[config.mk]
export PLATFORM = sky130hd
export DESIGN_NAME = freq_meas_sched
export DESIGN_NICKNAME = d
export VERILOG_FILES = /design/src/rtl/freq_meas_pkg.sv /design/src/rtl/rr_next_ch.sv /design/src/rtl/freq_meas_sched.sv
export SDC_FILE = /design/constraint.sdc
export NUM_CORES = 1
export LEC_CHECK = 0
export CAP_MARGIN = 20
export CORE_MARGIN = 2
export CORE_UTILIZATION = 43
export DETAILED_ROUTE_END_ITERATION = 8
export GPL_TIMING_DRIVEN = 1
export MAX_ROUTING_LAYER = met4
export PLACE_DENSITY = 0.85
export SYNTH_ARGS = -nofsm -noshare
export SYNTH_HDL_FRONTEND = slang
export SYNTH_HIERARCHICAL = 1
export SYNTH_SLANG_ARGS = --single-unit
[constraint.sdc]
create_clock -name clk100 -period 3.3 [get_ports clk100]
set_clock_uncertainty 0.15 [all_clocks]
set_input_delay 0.66 -clock clk100 [delete_from_list [all_inputs] [get_ports clk100]]
set_output_delay 0.66 -clock clk100 [all_outputs]
set_load 0.05 [all_outputs]
[src/rtl/freq_meas_pkg.sv]
// rtl/freq_meas_pkg.sv - shared state type, width defaults and select-width helper for freq_meas_sched
package freq_meas_pkg;

   localparam int CNT_W_DEF  = 32;
   localparam int GATE_W_DEF = 32;
   localparam int TMR_W      = 32;

   typedef enum logic [2:0] {
      ST_IDLE   = 3'd0,
      ST_SELECT = 3'd1,
      ST_SETTLE = 3'd2,
      ST_START  = 3'd3,
      ST_WAIT   = 3'd4,
      ST_STORE  = 3'd5,
      ST_NEXT   = 3'd6
   } fms_state_t;

   function automatic int sel_width(input int n);
      return (n <= 2) ? 1 : $clog2(n);
   endfunction

endpackage

[src/rtl/rr_next_ch.sv]
// rtl/rr_next_ch.sv - finds the lowest set mask bit at an index >= i_from, flags when none remain
module rr_next_ch #(
   parameter int N_CH  = 4,
   parameter int SEL_W = 2
) (
   input  logic [N_CH-1:0]  i_mask,
   input  logic [SEL_W:0]   i_from,
   output logic [SEL_W-1:0] o_idx,
   output logic             o_none
);

   // i_from is one bit wider than an index so that "pointer+1" past the last channel cannot wrap to 0
   always_comb begin
      o_idx  = '0;
      o_none = 1'b1;
      for (int i = N_CH - 1; i >= 0; i--) begin
         if (i_mask[i] && (i >= int'(i_from))) begin
            o_idx  = SEL_W'(i);
            o_none = 1'b0;
         end
      end
   end

endmodule

[src/rtl/freq_meas_sched.sv]
// rtl/freq_meas_sched.sv - sweeps one frequency-measurement datapath across N_CH clocks; FREQ_SCHED_TIMEOUT_EN adds a WAIT watchdog
module freq_meas_sched
   import freq_meas_pkg::*;
#(
   parameter int N_CH           = 4,
   parameter int CNT_W          = CNT_W_DEF,
   parameter int GATE_W         = GATE_W_DEF,
   parameter int SETTLE_CYCLES  = 16,
   parameter int TIMEOUT_CYCLES = 200000000
) (
   input  logic                      clk100,
   input  logic                      reset,
   input  logic [N_CH-1:0]           ch_enable,
   input  logic [GATE_W-1:0]         gate_cycles,
   input  logic                      continuous,
   input  logic                      start,
   input  logic                      abort,
   output logic [$clog2(N_CH)-1:0]   meas_sel,
   output logic [GATE_W-1:0]         meas_gate,
   output logic                      meas_start,
   input  logic                      meas_done,
   input  logic [CNT_W-1:0]          meas_count,
   output logic                      res_valid,
   output logic [$clog2(N_CH)-1:0]   res_ch,
   output logic [CNT_W-1:0]          res_count,
   output logic                      res_err,
   output logic                      busy,
   output logic                      sweep_done
);

   localparam int SEL_W       = sel_width(N_CH);
   localparam int SETTLE_LAST = (SETTLE_CYCLES <= 1) ? 0 : SETTLE_CYCLES - 1;
   localparam int TO_LAST     = (TIMEOUT_CYCLES <= 1) ? 0 : TIMEOUT_CYCLES - 1;
`ifdef FREQ_SCHED_TIMEOUT_EN
   localparam bit TIMEOUT_EN  = 1'b1;
`else
   localparam bit TIMEOUT_EN  = 1'b0;
`endif

   fms_state_t         r_state;
   fms_state_t         w_state_nxt;
   logic [N_CH-1:0]    r_en;
   logic [GATE_W-1:0]  r_gate;
   logic [SEL_W-1:0]   r_ptr;
   logic [SEL_W-1:0]   r_sel;
   logic [TMR_W-1:0]   r_cnt;
   logic [SEL_W-1:0]   r_res_ch;
   logic [CNT_W-1:0]   r_res_count;
   logic               r_res_err;
   logic               r_sweep_done;

   logic [SEL_W:0]     w_from;
   logic [SEL_W-1:0]   w_idx;
   logic               w_none;
   logic               w_settle_last;
   logic               w_timeout;
   logic [GATE_W-1:0]  w_gate_lat;

   // NEXT asks "anything above the pointer"; SELECT asks "anything at or above it"
   assign w_from = (r_state == ST_NEXT) ? ({1'b0, r_ptr} + (SEL_W+1)'(1)) : {1'b0, r_ptr};

   rr_next_ch #(
      .N_CH  (N_CH),
      .SEL_W (SEL_W)
   ) u_rr_next_ch (
      .i_mask (r_en),
      .i_from (w_from),
      .o_idx  (w_idx),
      .o_none (w_none)
   );

   assign w_settle_last = (r_cnt == TMR_W'(SETTLE_LAST));
   assign w_timeout     = TIMEOUT_EN && (r_cnt == TMR_W'(TO_LAST));
   assign w_gate_lat    = (gate_cycles == '0) ? GATE_W'(1) : gate_cycles;

   // State register
   always_ff @(posedge clk100 or negedge reset) begin
      if (!reset) begin
         r_state <= ST_IDLE;
      end else begin
         r_state <= w_state_nxt;
      end
   end

   // Next-state decode; abort overrides everything, including a simultaneous start
   always_comb begin
      w_state_nxt = r_state;
      if (abort) begin
         w_state_nxt = ST_IDLE;
      end else begin
         case (r_state)
            ST_IDLE:   if (start && (ch_enable != '0)) w_state_nxt = ST_SELECT;
            ST_SELECT: w_state_nxt = ST_SETTLE;
            ST_SETTLE: if (w_settle_last) w_state_nxt = ST_START;
            ST_START:  w_state_nxt = ST_WAIT;
            ST_WAIT:   if (meas_done || w_timeout) w_state_nxt = ST_STORE;
            ST_STORE:  w_state_nxt = ST_NEXT;
            ST_NEXT: begin
               if (!w_none) begin
                  w_state_nxt = ST_SELECT;
               end else if (continuous && (ch_enable != '0)) begin
                  w_state_nxt = ST_SELECT;
               end else begin
                  w_state_nxt = ST_IDLE;
               end
            end
            default:   w_state_nxt = ST_IDLE;
         endcase
      end
   end

   // Sweep bookkeeping: latched config, channel pointer, shared settle/watchdog timer, result capture
   always_ff @(posedge clk100 or negedge reset) begin
      if (!reset) begin
         r_en         <= '0;
         r_gate       <= '0;
         r_ptr        <= '0;
         r_sel        <= '0;
         r_cnt        <= '0;
         r_res_ch     <= '0;
         r_res_count  <= '0;
         r_res_err    <= 1'b0;
         r_sweep_done <= 1'b0;
      end else begin
         r_sweep_done <= 1'b0;
         if (!abort) begin
            case (r_state)
               ST_IDLE: begin
                  if (start) begin
                     if (ch_enable != '0) begin
                        r_en   <= ch_enable;
                        r_gate <= w_gate_lat;
                        r_ptr  <= '0;
                     end else begin
                        r_sweep_done <= 1'b1;
                     end
                  end
               end
               ST_SELECT: begin
                  r_ptr <= w_idx;
                  r_sel <= w_idx;
                  r_cnt <= '0;
               end
               ST_SETTLE: r_cnt <= r_cnt + TMR_W'(1);
               ST_START:  r_cnt <= '0;
               ST_WAIT: begin
                  r_cnt <= r_cnt + TMR_W'(1);
                  if (meas_done) begin
                     r_res_ch    <= r_ptr;
                     r_res_count <= meas_count;
                     r_res_err   <= 1'b0;
                  end else if (w_timeout) begin
                     r_res_ch    <= r_ptr;
                     r_res_count <= '0;
                     r_res_err   <= 1'b1;
                  end
               end
               ST_NEXT: begin
                  if (!w_none) begin
                     r_ptr <= r_ptr + SEL_W'(1);
                  end else begin
                     r_sweep_done <= 1'b1;
                     if (continuous) begin
                        r_en   <= ch_enable;
                        r_gate <= w_gate_lat;
                        r_ptr  <= '0;
                     end
                  end
               end
               default: ;
            endcase
         end
      end
   end

   assign meas_sel   = r_sel;
   assign meas_gate  = r_gate;
   assign meas_start = (r_state == ST_START) && !abort;
   assign res_valid  = (r_state == ST_STORE) && !abort;
   assign res_ch     = r_res_ch;
   assign res_count  = r_res_count;
   assign res_err    = TIMEOUT_EN ? r_res_err : 1'b0;
   assign busy       = (r_state != ST_IDLE);
   assign sweep_done = r_sweep_done;

endmodule

==> results.sh, run 1 <==
export IMPL_area_growth_syn_to_layout_pct=37.5
export IMPL_placed_area_um2=6840
export IMPL_fin_crit_ps=2910
export IMPL_use_met2_pct=33.4
export IMPL_use_met1_pct=26.2
export IMPL_num_io_pins=147
export IMPL_synth_seq_cells=110
export IMPL_maxCapViolCount=0
export IMPL_synth_yosys_seq_area_share_pct=53.0
export IMPL_power_density_nw_per_um2=781
export IMPL_grt_max_degree=59
export IMPL_fill_cells=948
export IMPL_tritoncts="yes"
export IMPL_die_area_um2=13000
export IMPL_htree_levels=3
export IMPL_p_leak_nw=2.98
export IMPL_fin_nets=665
export IMPL_clk_pin_slew_ps=70
export IMPL_antenna_found_initial=0
export IMPL_finalCritPeriodShare_pct=88.1
export IMPL_synth_top_family_by_area="multiplexers"
export IMPL_rows=40
export IMPL_design_area_um2=7150
export IMPL_synthAdderAreaFrac_pct=0.482
export IMPL_use_met3_pct=5.74
export IMPL_outcome="completed"
export IMPL_max_freq_ghz=0.344
export IMPL_ir_drop_v=0.000530
export IMPL_async_reset_ff_share_pct=100
export IMPL_drc=0
export IMPL_final_max_slew_viol_count=0
export IMPL_critical_path_buf_inv_count=3
export IMPL_numCtsBuffers=9
export IMPL_place_gp_congestion=0.850
export IMPL_r2r_slack_ps=430
export IMPL_dp_final_hpwl_um=9420
export IMPL_yosys_area_share_simple_pct=15.6
export IMPL_die_h_um=114
export IMPL_grt_pass1_wl_um=21000
export IMPL_hold_path_class="in2async"
export IMPL_finalSetupTns_ps=0
export IMPL_synth_xor_area_share_pct=0.337
export IMPL_ys_flop_type="dfrtp_1"
export IMPL_wl_per_cell_um=17.5
export IMPL_postCtsSetupRepairBufs=0
export IMPL_synthCells=450
export IMPL_fin_util_pct=60.0
export IMPL_crit_type="reg2out"
export IMPL_tightest_slew_ps=747
export IMPL_routed_wl_um=13000
export IMPL_crit_family="buffers and inverters"
export IMPL_portBuffers=145
export IMPL_crit_path_cell_trace="buf_4 -> nor3_1 -> inv_1 -> clkdlybuf4s50_1"
export IMPL_die_x_um=114
export IMPL_finalSetupViolCount=0
export IMPL_ys_warn_count=6
export IMPL_synth_cell_type_count=47
export IMPL_netlist_area_um2=5200
export IMPL_critPathRequiredTime_ps=2490
export IMPL_cts_resized=0
export IMPL_synth_compound_area_share_pct=10.1
export IMPL_cts_buffer_depth=2
export IMPL_drive_gt1_share_pct=18.0
export IMPL_firstDrtPassIters=5
export IMPL_cpMaxStageDelayCell="clkdlybuf4s50_1"
export IMPL_clock_sinks=110
export IMPL_syn_avg_cell_area_um2=11.5
export IMPL_ant_nets=0
export IMPL_start_util_pct=43.6
export IMPL_synth_edf_count=0
export IMPL_vias=4221
export IMPL_finalHoldViolations=0
export IMPL_busiest_layer="met2"
export IMPL_core_area_um2=11900
export IMPL_worstSetupEndpointType="output pin"
export IMPL_worstSkewPairLatency_ps=360
export IMPL_vias_per_cell=5.70
export IMPL_rsz0062_at_grt="false"
export IMPL_grt_usage_pct=21.1
export IMPL_grt_overflow=0
export IMPL_first_iter_violations=274
export IMPL_crit_fanout=18
export IMPL_synth_nets=526
export IMPL_slew_limit_headroom_pct=50.2
export IMPL_cp_data_arrival_time_ps=2100
export IMPL_cts_hold_buffers=0
export IMPL_antenna_cells=0
export IMPL_clockRootBuffer="clkbuf_16"
export IMPL_crit_path_start_kind="flop"
export IMPL_cp_slowest_stage_delay_ps=730
export IMPL_synthMuxAreaShare_pct=17.0
export IMPL_grt_pass1_vias=4311
[cells in the final DEF, fill, tap and decap left out, drive strengths merged, types with 3 or more instances in the layout]
| cell type | synthesis | layout |
|---|---|---|
| and3 | 4 | 4 |
| nor2 | 8 | 8 |
| nand3 | 14 | 14 |
| nand2 | 18 | 18 |
| nor2b | 3 | 3 |
| o21ai | 11 | 11 |
| nand4 | 15 | 15 |
| or4 | 20 | 20 |
| clkdlybuf4s50 | 0 | 142 |
| buf | 17 | 14 |
| o21a | 4 | 4 |
| nand3b | 3 | 3 |
| a21oi | 28 | 28 |
| or3 | 6 | 6 |
| o2111ai | 3 | 3 |
| nor3 | 8 | 8 |
| mux2 | 76 | 76 |
| a31oi | 3 | 3 |
| nor4 | 16 | 16 |
| and4 | 5 | 5 |
| inv | 11 | 13 |
| dfrtp | 110 | 110 |
| nand2b | 6 | 6 |
| mux2i | 3 | 3 |
| o31ai | 18 | 18 |
| and2 | 6 | 6 |
| clkbuf | 11 | 11 |
[layout make-up]
type,count,area (um^2),share of cell area [%]
clock buffers,11,243,3.40
clock inverters,5,65.1,0.910
inverters,11,41.3,0.578
multi-input cells,301,2270,31.8
flip-flops and latches,110,2750,38.5
well taps,147,184,2.57
repair buffers,156,1590,22.2
[path summary, 6_finish.rpt]
check | end | depth (start not counted) | from
worst max register to register | meas_gate[24] | 10 | r_ptr[0]
worst min register to register | res_count[7] | 1 | res_count[7]
max in group asynchronous | r_cnt[27] | 2 | reset
min in group clk100 | res_count[7] | 1 | res_count[7]
worst min-delay path | r_cnt[11] | 1 | reset
worst max-delay path | busy | 4 | r_state[1]
[Yosys cell counts (8+ instances only)]
master / count / area [um^2]
a21oi_1: 28 / 140
o31ai_1: 18 / 135
clkbuf_1: 11 / 41.3
buf_2: 12 / 60.1
dfrtp_1: 110 / 2750
nor4_1: 16 / 100
or4_1: 20 / 150
nand4_1: 15 / 93.8
nor2_1: 8 / 30.0
o21ai_0: 11 / 55.1
inv_1: 11 / 41.3
nand3_1: 14 / 70.1
nor3_1: 8 / 40.0
mux2_2: 76 / 856
nand2_1: 18 / 67.6
[through the flow]
step           setup WS (ps)  hold WS (ps)  power [mW]  std cells
3_5_place_dp             359           342        4.48        725
2_1_floorplan            209           214        3.55        450
5_1_grt                  257           292        5.82        741
6_report                 394           228        5.58        741
4_1_cts                  391           248        5.63        741
3_3_place_gp             437           336        4.42        725
[report_power, final]
part / switching (mW) / internal (mW) / leakage (nW)
logic: 1.58 / 0.957 / 1.41
registers: 0.219 / 1.70 / 1.43
clock network: 0.506 / 0.618 / 0.144
total: 2.30 / 3.28 / 2.98
[kinds of logic (layout without fill, tap and decap cells)]
group	Yosys count	count (layout)
muxes	79	79
buffers and inverters	39	183
other	1	1
xor gates and xnor gates	2	2
DFF	110	110
adders and majority gates	2	2
AOI/OAI and AO/OA	81	81
and+or+nand+nor	136	136
[flip-flops by register name (all words and copies together) (netlist names)]
name	flops
meas_gate	32
meas_sel	2
r_cnt	32
r_en	4
r_ptr	2
r_state	3
res_ch	2
res_count	32
sweep_done	1
[worst register-to-register path: stages (launching register included)]
cell and delay, ps:
dfrtp_1 430, ha_1 320, mux2_2 280, a21bo_1 190, a21o_1 190, and2_1 190
and3_1 180, nand2_1 70, a211o_1 160, buf_12 220, mux2_2 380
[layer usage]
| metal | part of all wire, % | vias up |
|---|---|---|
| met5 | 0 | - |
| met4 | 1.4 | 0 |
| met3 | 6.8 | 15 |
| met2 | 50 | 145 |
| met1 | 42 | 2097 |
| li1 | - | 1964 |
(Power assumes the default switching activity.)
==> run 2: changes to the inputs <==
- ABC_AREA: not set -> 0
- REMOVE_ABC_BUFFERS: not set -> 1
==> run 2 against run 1 <==
Sequential share of layout area is 0.31 points higher. Wire length rose by 8.5%. Critical path depth up 6. Fmax is 1.1% lower. Register-to-register slack got worse by 70 ps. Critical path type is now reg2reg.
==> results.sh, run 2 (synthesis results as in run 1) <==
export IMPL_outcome="completed"
export IMPL_firstDrtPassIters=5
export IMPL_start_util_pct=43.6
export IMPL_p_leak_nw=2.96
export IMPL_antenna_cells=0
export IMPL_routed_wl_um=14100
export IMPL_regToRegStartpoint="r_ptr[0]"
export IMPL_cp_slowest_stage_delay_ps=440
export IMPL_crit_path_start_kind="flop"
export IMPL_cts_hold_buffers=0
export IMPL_placed_cells=723
export IMPL_worstSetupEndpointType="flop"
export IMPL_wl_per_cell_um=19.1
export IMPL_pwr_share_seq_pct=34.8
export IMPL_fin_util_pct=59.5
export IMPL_clk_pin_slew_ps=70
export IMPL_fin_crit_ps=2940
export IMPL_mostFrequentLayoutCells="clkdlybuf4s50_1, dfrtp_1, mux2_2"
export IMPL_grt_overflow=0
export IMPL_rows=40
export IMPL_p_clk_share_pct=18.9
export IMPL_maxCapViolCount=0
export IMPL_grt_usage_pct=23.0
export IMPL_crit_type="reg2reg"
export IMPL_postCtsSetupRepairBufs=0
export IMPL_dp_final_hpwl_um=10200
export IMPL_die_area_um2=13000
export IMPL_area_growth_syn_to_layout_pct=36.5
export IMPL_ir_drop_v=0.000699
export IMPL_crit_top_cell="mux2_2"
export IMPL_antenna_found_initial=0
export IMPL_num_io_pins=147
export IMPL_grt_max_degree=72
export IMPL_p_sw_share_pct=42.4
export IMPL_core_area_um2=11900
export IMPL_fin_nets=663
export IMPL_r2r_slack_ps=360
export IMPL_portBuffers=145
export IMPL_finalCritPeriodShare_pct=89.0
export IMPL_rsz0062_at_grt="false"
export IMPL_critPathRequiredTime_ps=3390
export IMPL_tritoncts="yes"
export IMPL_tightest_slew_ps=773
export IMPL_clockRootBuffer="clkbuf_16"
export IMPL_clock_sinks=110
export IMPL_crit_fanout=36
export IMPL_finalHoldViolations=0
export IMPL_numCtsBuffers=9
export IMPL_power_density_nw_per_um2=783
export IMPL_place_gp_congestion=0.860
export IMPL_vias=4300
export IMPL_p_switching_mw=2.35
export IMPL_worst_r2r_path_depth=10
export IMPL_p_comb_share_pct=46.3
export IMPL_htree_levels=3
export IMPL_drive_gt1_share_pct=17.8
export IMPL_r2r_end="meas_gate[12]"
export IMPL_design_area_um2=7090
export IMPL_max_freq_ghz=0.340
export IMPL_internal_power_mw=3.19
export IMPL_stdcell_count=738
export IMPL_placed_area_um2=6810
export IMPL_die_h_um=114
export IMPL_cts_buffer_depth=2
export IMPL_cts_resized=0
export IMPL_finalSetupViolCount=0
export IMPL_final_max_slew_viol_count=0
export IMPL_cpMaxStageDelayCell="dfrtp_1"
export IMPL_first_iter_violations=353
export IMPL_cp_data_arrival_time_ps=3030
export IMPL_layout_commonest_cell="clkdlybuf4s50_1"
export IMPL_crit_path_cell_trace="ha_1 -> mux2_2 -> a21bo_1 -> a21o_1 -> and2_1 -> and3_1 -> nand2_1 -> a211o_1 -> buf_12 -> mux2_2"
export IMPL_drc=0
export IMPL_vias_per_cell=5.83
export IMPL_whs_ps=122
export IMPL_finalSetupTns_ps=0
export IMPL_grt_pass1_vias=4470
export IMPL_hold_path_class="in2async"
export IMPL_grt_pass1_wl_um=22700
export IMPL_die_x_um=114
export IMPL_worstSkewPairLatency_ps=360
export IMPL_ant_nets=0
export IMPL_fill_cells=926
export IMPL_slew_limit_headroom_pct=48.4
[run 2: power by group through the flow]
stage / Clock, mW / Combinational [mW] / Sequential (mW)
after floorplan: 0 / 0.555 / 2.97
after global placement: 0 / 2.50 / 1.92
after detailed placement: 0 / 2.56 / 1.94
after CTS: 1.06 / 2.57 / 1.93
after global routing: 1.13 / 2.67 / 1.97
final: 1.05 / 2.57 / 1.93
[run 2: worst max-delay path by stage]
stage	end	depth (start not counted)	slack, ps	startpoint
2_1_floorplan	meas_start	3	-130	r_state[0]
3_3_place_gp	res_valid	4	480	abort
3_5_place_dp	meas_gate[12]	6	390	ch_enable[1]
4_1_cts	meas_gate[12]	10	380	r_state[0]
5_1_grt	meas_gate[22]	10	200	r_state[0]
6_report	meas_gate[12]	10	360	r_ptr[0]
[run 2: stage by stage]
stage | power [mW] | setup slack (ps)
CTS | 5.57 | 383
detailed placement | 4.50 | 386
finish | 5.55 | 363
global placement | 4.42 | 476
global route | 5.77 | 203
floorplan | 3.53 | -134
[run 2: critical path: cells and delay by family, from the launching register on]
kind / cells / cell delay [ps]
AO/OA/AOI/OAI: 3 / 540
adder cells (fa/ha/maj): 1 / 330
buffers and inverters: 1 / 220
flip-flops: 1 / 440
multiplexers: 2 / 670
AND/OR/NAND/NOR: 3 / 450
[run 2: cell type report]
| class | count | area [um^2] | area share (%) |
|---|---|---|---|
| Sequential cell | 110 | 2750 | 38.8 |
| Multi-Input combinational cell | 301 | 2270 | 32.0 |
| Timing Repair Buffer | 154 | 1560 | 22.0 |
| Clock buffer | 10 | 239 | 3.37 |
| Tap cell | 147 | 184 | 2.59 |
| Inverter | 11 | 41.3 | 0.582 |
| Clock inverter | 5 | 40.0 | 0.565 |
[run 2: per-layer routing]
metal  GRT usage [%]  wire length (um)  up-vias
met4            7.56               221        0
li1                -                 -     1971
met3            6.16              1050       18
met1            27.0              5420     2139
met5               -                 0        -
met2            38.7              7380      172
==> run 3: changes to the inputs <==
- GPL_TIMING_DRIVEN: 1 -> not set
==> results of run 3 <==
No change in the layout: final DEF, timing and power equal those of run 2.
